File: config.mk
export PLATFORM = sky130hd
export DESIGN_NAME = m68k_zram_responder
export DESIGN_NICKNAME = d
export VERILOG_FILES = /design/src/rtl/genesis_bus_pkg.sv /design/src/rtl/m68k_zram_responder.sv
export SDC_FILE = /design/constraint.sdc
export NUM_CORES = 1
export LEC_CHECK = 0
export ABC_AREA = 1
export CORE_UTILIZATION = 49
export DETAILED_ROUTE_END_ITERATION = 6
export PLACE_DENSITY = 0.88
export SLEW_MARGIN = 20
export SYNTH_ARGS = -nofsm -noshare
export SYNTH_HDL_FRONTEND = slang
export SYNTH_SLANG_ARGS = --single-unit
export TNS_END_PERCENT = 50
File: constraint.sdc
create_clock -name clk -period 5 [get_ports clk]
set_input_delay 0.5 -clock clk [delete_from_list [all_inputs] [get_ports clk]]
set_output_delay 0.5 -clock clk [all_outputs]
set_load 0.02 [all_outputs]
File: src/rtl/genesis_bus_pkg.sv
// genesis_bus_pkg
// Shared definitions for the 68000-side bus responders.
//   zram_state_e  : responder FSM states
//   ZRAM_BASE_DEF : default 68000 window (addr[23:16]) that maps onto Z80 RAM
//   Z80_RAM_OFS   : base of Z80 RAM within the 17-bit RAM byte address space
//   zram_addr()   : builds a RAM byte address from a 68000 word address + lane
package genesis_bus_pkg;

  typedef enum logic [2:0] {
    ST_IDLE,
    ST_HI_ISSUE,
    ST_HI_WAIT,
    ST_LO_ISSUE,
    ST_LO_WAIT,
    ST_ACK
  } zram_state_e;

  localparam logic [7:0]  ZRAM_BASE_DEF = 8'hA0;
  localparam logic [16:0] Z80_RAM_OFS   = 17'h10000;

  // Upper byte lane (uds) sits at the even address, lower lane (lds) at odd.
  function automatic logic [16:0] zram_addr(input logic [14:0] word_addr,
                                            input logic        lo_lane);
    return Z80_RAM_OFS | {1'b0, word_addr, lo_lane};
  endfunction

endpackage

File: src/rtl/m68k_zram_responder.sv
// m68k_zram_responder
// Answers 68000 bus cycles that fall in the Z80 RAM window by splitting each
// word access into up to two byte accesses on an 8-bit synchronous RAM port.
//
// Ports
//   clk, reset          : clock (rising edge), async active-high reset
//   as_n, uds_n, lds_n  : 68000 address / upper / lower data strobes (active low)
//   rw                  : 1 = read, 0 = write
//   addr[23:0]          : 68000 byte address (addr[0] unused)
//   cpu_wdata, cpu_rdata: CPU write / read data
//   dtack_n             : data acknowledge (active low)
//   ena, wea, addra,
//   dina, douta         : byte-wide RAM port, read latency RD_LAT clocks
//
// state       | meaning
// ------------+----------------------------------------------------------
// ST_IDLE     | waiting for a fresh address strobe
// ST_HI_ISSUE | RAM strobe for upper byte (even address) is on the port
// ST_HI_WAIT  | waiting out read latency, then capture upper byte
// ST_LO_ISSUE | RAM strobe for lower byte (odd address) is on the port
// ST_LO_WAIT  | waiting out read latency, then capture lower byte
// ST_ACK      | dtack asserted until the CPU drops as_n
module m68k_zram_responder
  import genesis_bus_pkg::*;
#(
  parameter logic [7:0] BASE   = ZRAM_BASE_DEF,
  parameter int         RD_LAT = 1
) (
  input  logic        clk,
  input  logic        reset,
  input  logic        as_n,
  input  logic        uds_n,
  input  logic        lds_n,
  input  logic        rw,
  input  logic [23:0] addr,
  input  logic [15:0] cpu_wdata,
  output logic [15:0] cpu_rdata,
  output logic        dtack_n,
  output logic        ena,
  output logic        wea,
  output logic [16:0] addra,
  output logic [7:0]  dina,
  input  logic [7:0]  douta
);

  // Wait state always lasts one clock; reads add RD_LAT-1 more on top.
  localparam logic [1:0] RD_WAIT = 2'(RD_LAT - 1);

  zram_state_e state;
  logic [1:0]  wait_cnt;
  logic [14:0] word_q;
  logic        rw_q;
  logic [15:0] wdata_q;
  logic        lds_q;
  // Previous as_n sample: a new cycle needs as_n seen high first, so a strobe
  // held low across reset or the end of ACK never starts a second access.
  logic        as_hi_q;

  logic unused_addr0;
  assign unused_addr0 = addr[0];

  always_ff @(posedge clk or posedge reset) begin
    if (reset) begin
      state     <= ST_IDLE;
      dtack_n   <= 1'b1;
      ena       <= 1'b0;
      wea       <= 1'b0;
      addra     <= '0;
      dina      <= '0;
      cpu_rdata <= 16'hFFFF;
      wait_cnt  <= '0;
      word_q    <= '0;
      rw_q      <= 1'b1;
      wdata_q   <= '0;
      lds_q     <= 1'b0;
      as_hi_q   <= 1'b0;
    end else begin
      as_hi_q <= as_n;
      // RAM strobes are single-clock pulses; only issue transitions raise them.
      ena     <= 1'b0;
      wea     <= 1'b0;

      case (state)
        ST_IDLE: begin
          dtack_n <= 1'b1;
          if (!as_n && as_hi_q) begin
            word_q    <= addr[15:1];
            rw_q      <= rw;
            wdata_q   <= cpu_wdata;
            lds_q     <= ~lds_n;
            cpu_rdata <= 16'hFFFF;
            if (addr[23:16] != BASE) begin
              state <= ST_ACK;
            end else if (!uds_n) begin
              state <= ST_HI_ISSUE;
              ena   <= 1'b1;
              wea   <= ~rw;
              addra <= zram_addr(addr[15:1], 1'b0);
              dina  <= cpu_wdata[15:8];
            end else if (!lds_n) begin
              state <= ST_LO_ISSUE;
              ena   <= 1'b1;
              wea   <= ~rw;
              addra <= zram_addr(addr[15:1], 1'b1);
              dina  <= cpu_wdata[7:0];
            end else begin
              state <= ST_ACK;
            end
          end
        end

        ST_HI_ISSUE: begin
          if (as_n) begin
            state <= ST_IDLE;
          end else begin
            state    <= ST_HI_WAIT;
            wait_cnt <= rw_q ? RD_WAIT : 2'd0;
          end
        end

        ST_LO_ISSUE: begin
          if (as_n) begin
            state <= ST_IDLE;
          end else begin
            state    <= ST_LO_WAIT;
            wait_cnt <= rw_q ? RD_WAIT : 2'd0;
          end
        end

        ST_HI_WAIT: begin
          if (as_n) begin
            state    <= ST_IDLE;
            wait_cnt <= '0;
          end else if (wait_cnt != 2'd0) begin
            wait_cnt <= wait_cnt - 2'd1;
          end else begin
            if (rw_q) cpu_rdata[15:8] <= douta;
            if (lds_q) begin
              state <= ST_LO_ISSUE;
              ena   <= 1'b1;
              wea   <= ~rw_q;
              addra <= zram_addr(word_q, 1'b1);
              dina  <= wdata_q[7:0];
            end else begin
              state <= ST_ACK;
            end
          end
        end

        ST_LO_WAIT: begin
          if (as_n) begin
            state    <= ST_IDLE;
            wait_cnt <= '0;
          end else if (wait_cnt != 2'd0) begin
            wait_cnt <= wait_cnt - 2'd1;
          end else begin
            if (rw_q) cpu_rdata[7:0] <= douta;
            state <= ST_ACK;
          end
        end

        ST_ACK: begin
          if (as_n) begin
            dtack_n <= 1'b1;
            state   <= ST_IDLE;
          end else begin
            dtack_n <= 1'b0;
          end
        end

        default: state <= ST_IDLE;
      endcase
    end
  end

endmodule

### Word-level counts from Yosys, hierarchy flattened

Index checks and enable logic that the tools add are counted.

* bits of input ports: 54
* output and inout bits: 44
* logic and storage cells: 112
* register bits after elaboration: 75

* muxes and demuxes: 57
* bitwise gates (word level): 3
* equality and inequality tests: 21
* reductions and logical operators: 16
* add/subtract/negate cells: 1

Operators with widths (number)
* 2-to-1 mux 17 bit: 7
* 2-to-1 mux 8 bit: 10
* one-hot mux 8 bit (2 select lines): 3
* one-hot mux 17 bit (2 select lines): 1
* 2-to-1 mux 3 bit: 11
* inequality test 2 bit (second input constant): 11
* one-hot mux 3 bit (6 select lines): 1
* 2-to-1 mux 16 bit: 1
* 2-to-1 mux 1 bit: 15
* AND reduction 5 bit: 2
* nonzero test 2 bit: 5
* inequality test 3 bit (second input constant): 3
* 2-to-1 mux 2 bit: 4
* inequality test 8 bit (second input constant): 1
* AND reduction 7 bit: 1
* == test 3 x 2 -> 1 bit (second input constant): 2
* == test 3 bit (second input constant): 2
* one-hot mux 1 bit (2 select lines): 3
* one-hot mux 2 bit (2 select lines): 1
* AND reduction 4 bit: 1
* OR reduction 2 bit: 2
* == test 3 x 1 -> 1 bit (second input constant): 1
* zero test 3 bit: 1
* inequality test 3 x 1 -> 1 bit (second input constant): 1
* other kinds (6): 8

### Logic depth before layout (Yosys ltp)

* depth after elaboration: 6
* gate-level depth with buffers: 10
* gate-level depth less buffers: 9

### Least setup slack after synthesis

No wires, ideal clock.

* path kind: register to register
* start: register wait_cnt[0]
* end: register addra[10]
* arrival: 1.388 ns
* setup time: 0.117 ns
* data required time: 4.883 ns
* setup slack: 3.495 ns
* path buffers: 1
* clock period less this slack: 1.505 ns
* cell stages (with the launch flop): 9
* cell sequence: dfrtp_1 > inv_1 > ha_1 > inv_1 > nor2_1 > nand3_4 > clkbuf_1 > nand3_1 > nand2_1

* cells in the longest elaborated chain, start to end: 3

RTL lines
* start: declaration: RTL line m68k_zram_responder.sv:50 `logic [1:0] wait_cnt;`
* start signal: assignment: RTL line m68k_zram_responder.sv:117 `wait_cnt <= rw_q ? RD_WAIT : 2'd0;`
* start signal: assignment: RTL line m68k_zram_responder.sv:126 `wait_cnt <= rw_q ? RD_WAIT : 2'd0;`
* start signal: assignment: RTL line m68k_zram_responder.sv:135 `wait_cnt <= wait_cnt - 2'd1;`
* nonzero test 2 bit: RTL line m68k_zram_responder.sv:134 `end else if (wait_cnt != 2'd0) begin`
* inequality test 2 bit (no source line)
* AND reduction 7 bit (no source line)
* end signal: assignment: RTL line m68k_zram_responder.sv:98 `addra <= zram_addr(addr[15:1], 1'b0);`
* end signal: assignment: RTL line m68k_zram_responder.sv:104 `addra <= zram_addr(addr[15:1], 1'b1);`
* end signal: assignment: RTL line m68k_zram_responder.sv:142 `addra <= zram_addr(word_q, 1'b1);`
* end: declaration: RTL line m68k_zram_responder.sv:41 `output logic [16:0] addra,`

Every way passes these cells.
A chain may end at the register's enable or synchronous reset.

### Worst setup path in the final report

* start: register state[2]
* end: register addra[11]

* cells in the longest elaborated chain, start to end: 3
* elaborated cells on any way between the ends: 11
* those cells by class: 7 x eq/ne; 1 x mux; 3 x reduce/logical

RTL lines
* start: declaration: RTL line m68k_zram_responder.sv:49 `zram_state_e state;`
* start signal: assignment: RTL line m68k_zram_responder.sv:64 `state <= ST_IDLE;`
* start signal: assignment: RTL line m68k_zram_responder.sv:93 `state <= ST_ACK;`
* start signal: assignment: RTL line m68k_zram_responder.sv:95 `state <= ST_HI_ISSUE;`
* == test 3 x 2 -> 1 bit or zero test 3 bit (tied branches): RTL line m68k_zram_responder.sv:83 `case (state)`
* inequality test 2 bit (no source line), or another cell as far along
* AND reduction 7 bit (no source line)

Parallel ways exist; a longest one is shown, timed or not.

==> results_dict.tcl <==
set metrics [dict create \
    outcome "finished clean" \
    multi_input_area_um2 1600 \
    maxSlewViolCount 0 \
    period_needed_ps 2410 \
    holdWs_ps 470 \
    vias 3500 \
    start_kind "flip-flop" \
    drt_pre_antenna_iters 5 \
    slowest_stage "dfrtp_1" \
    path_max_fanout 45 \
    cts_hold_buf 0 \
    slew_headroom 0.534 \
    grt_use_total 0.236 \
    setup_violations 0 \
    async_flop_share 1.00 \
    row_count 31 \
    avgSynthCellArea_um2 8.11 \
    drcViolationCount 0 \
    powerDensity_nw_per_um2 525 \
    worstSkewPairLatency_ps 350 \
    crit_chain "nor2_8 -> nand2_4 -> inv_4 -> nand3_4 -> nand2_4 -> nand2_1 -> nand2_1" \
    routed_wirelength_um 9240 \
    nFillCells 589 \
    hold_path.class "reg2reg" \
    worstSetupPathType "reg2reg" \
    gp_congestion 0.814 \
    regArea_um2 1900 \
    synthFlopType "dfrtp_1" \
    grt_use_met2 0.414 \
    worst_setup_path_end_kind "flip-flop" \
    finalClockSkew_ps 8.11 \
    ir_drop_uv 207 \
    post-cts-setup-buffer-count 0 \
    hold_violations 0 \
    synth_area_leaders "dfrtp_1 (37%), nand2_1 (15%), dfstp_2 (12%)" \
    syn-num-nets 526 \
    ant_nets 0 \
    initialDrtViolationCount 218 \
    cp_data_required_time_ps 5290 \
    fmax_ghz 0.414 \
    fin_util 0.676 \
    grt.overflow.total 0 \
    netlist_instances 471 \
    yosysTopAreaCellShare 0.374 \
    busiest_layer "met2" \
    place_hpwl_um 6270 \
    die-height_um 90.3 \
    crit_arrival_ps 2710 \
    cts_buffers 9 \
    die_w_um 90.3 \
    grt_pass1_wl_um 15400 \
    max-cap-violations 0 \
    cts_tree "yes" \
    yosysTopAreaCell "dfrtp_1" \
    period_share 0.483 \
    tns_ps 0 \
    vias_per_cell 5.28 \
    slowest_delay_ps 540 \
    grt_pass1_vias 3448 \
    diodes 0 \
    clk_pin_slew_worst_paths_ps 80 \
    routedWlPerCell_um 13.9 \
    ys.warnings.count 0 \
    grt_max_degree 47 \
    pin_count 98 \
    rsz0062_at_grt "false" \
    synth-edff-count 0 \
    cts_max_path_buffers 2 \
    clkSinkCount 75 \
    initial_core_util 0.515 \
    antenna_found_initial 0 \
    synth_seq_cells 75 \
    synth_cell_type_count 31 \
    portBuffers 96 \
    use_met3 0.0488 \
    yosysSeqAreaShare 0.497 \
    root_buffer "clkbuf_8" \
    gr-usage-met1 0.290 \
    worst_pin_slew_ps 697 \
    drive_gt1_frac 0.137 \
    core_um2 7410 \
    num-nets-final 614 \
    post_cts_resized 0 \
    htree_levels 3 \
    syn-cell-area_um2 3820 \
    p_leak_nw 2.45 \
    syn2layout_area_growth_pct 31.2 \
    die-area_um2 8150 \
]
==> per-layer routing <==
layer  vias to the layer above  part of all wire
met5                         -                 0
met4                         0            0.0068
met3                        10             0.055
met2                       133              0.52
met1                      1679              0.42
li1                       1678                 -
==> power by group <==
group          switching (W)  internal, W  total (W)
registers           0.000156     0.000879    0.00103
clock network       0.000243     0.000298   0.000541
logic               0.000618     0.000438    0.00106
total                0.00102      0.00161    0.00263
==> worst paths after layout <==
kind                         startpoint            end  slack (ps)  cells past startpoint
min                        cpu_rdata[4]   cpu_rdata[4]         470                      2
max reg2reg                    state[2]      addra[11]        2590                      7
min in group asynchronous         reset      addra[13]         530                      2
min reg2reg                cpu_rdata[4]   cpu_rdata[4]         470                      2
max                            state[2]      addra[11]        2590                      7
max in group asynchronous         reset  cpu_rdata[14]        3440                      3
==> synthesized netlist by cell type, types with 2 or more instances <==
cell type and instances:
nand2_1 157, inv_4 2, or2_2 3, inv_2 4
buf_2 5, o21ai_0 57, o21ai_2 9, nand2_4 4
nand2_2 12, nor2_1 20, buf_4 2, dfrtp_1 57
inv_1 45, nand3_4 2, nand4_1 14, clkbuf_1 9
dfstp_2 18, nand3_1 35, buf_6 3, nor2_8 2
==> through the flow <==
stage / setup slack (ps) / cells / area, um^2 / power (W)
global route: 2420 / 663 / 5010 / 0.00279
CTS: 2620 / 663 / 5010 / 0.00263
finish: 2590 / 663 / 5010 / 0.00263
detailed placement: 2280 / 647 / 4780 / 0.00209
global placement: 2320 / 647 / 4780 / 0.00204
floorplan: 2620 / 471 / 3820 / 0.00172
==> placed cells by master (no fill, tap or decap), types with 2 or more instances in the layout <==
| cell type | count |
|---|---|
| nor2_1 | 20 |
| nand3_4 | 2 |
| inv_2 | 5 |
| clkbuf_8 | 10 |
| dfstp_2 | 18 |
| nand4_1 | 14 |
| nand2_1 | 157 |
| nand2_2 | 12 |
| nand2_4 | 4 |
| dfrtp_1 | 57 |
| inv_4 | 2 |
| clkdlybuf4s50_1 | 96 |
| bufinv_16 | 2 |
| nand3_1 | 35 |
| o21ai_0 | 57 |
| nor2_8 | 2 |
| or2_2 | 3 |
| o21ai_2 | 9 |
| inv_1 | 44 |
==> sequential cells by signal, summed over array words and instances, names as in the netlist <==
name,flops
word_q,15
addra,17
rw_q,1
dtack_n,1
cpu_rdata,16
wea,1
wdata_q,8
wait_cnt,2
as_hi_q,1
lds_q,1
state,3
ena,1
dina,8
==> critical path, delay by kind of cell, from the launching register on <==
kind	cells	cell delay [ps]
and+or+nand+nor	6	1410
buffers and inverters	1	380
DFF	1	540
==> cell type report <==
| class | instances | area share |
|---|---|---|
| Sequential cell | 75 | 0.379 |
| Multi-Input combinational cell | 325 | 0.318 |
| Timing Repair Buffer | 97 | 0.193 |
| Inverter | 51 | 0.0392 |
| Clock buffer | 11 | 0.0282 |
| Tap cell | 99 | 0.0247 |
| Clock inverter | 5 | 0.0170 |
==> logic make-up (layout without fill, tap and decap cells) <==
group,Yosys count,in the layout,synth area share
adder cells (fa/ha/maj),1,1,0.00328
buffers and inverters,71,164,0.0849
flip-flops,75,75,0.497
AO/OA/AOI/OAI,69,69,0.0999
AND/OR/NAND/NOR,255,255,0.315
(Power assumes the default switching activity.)
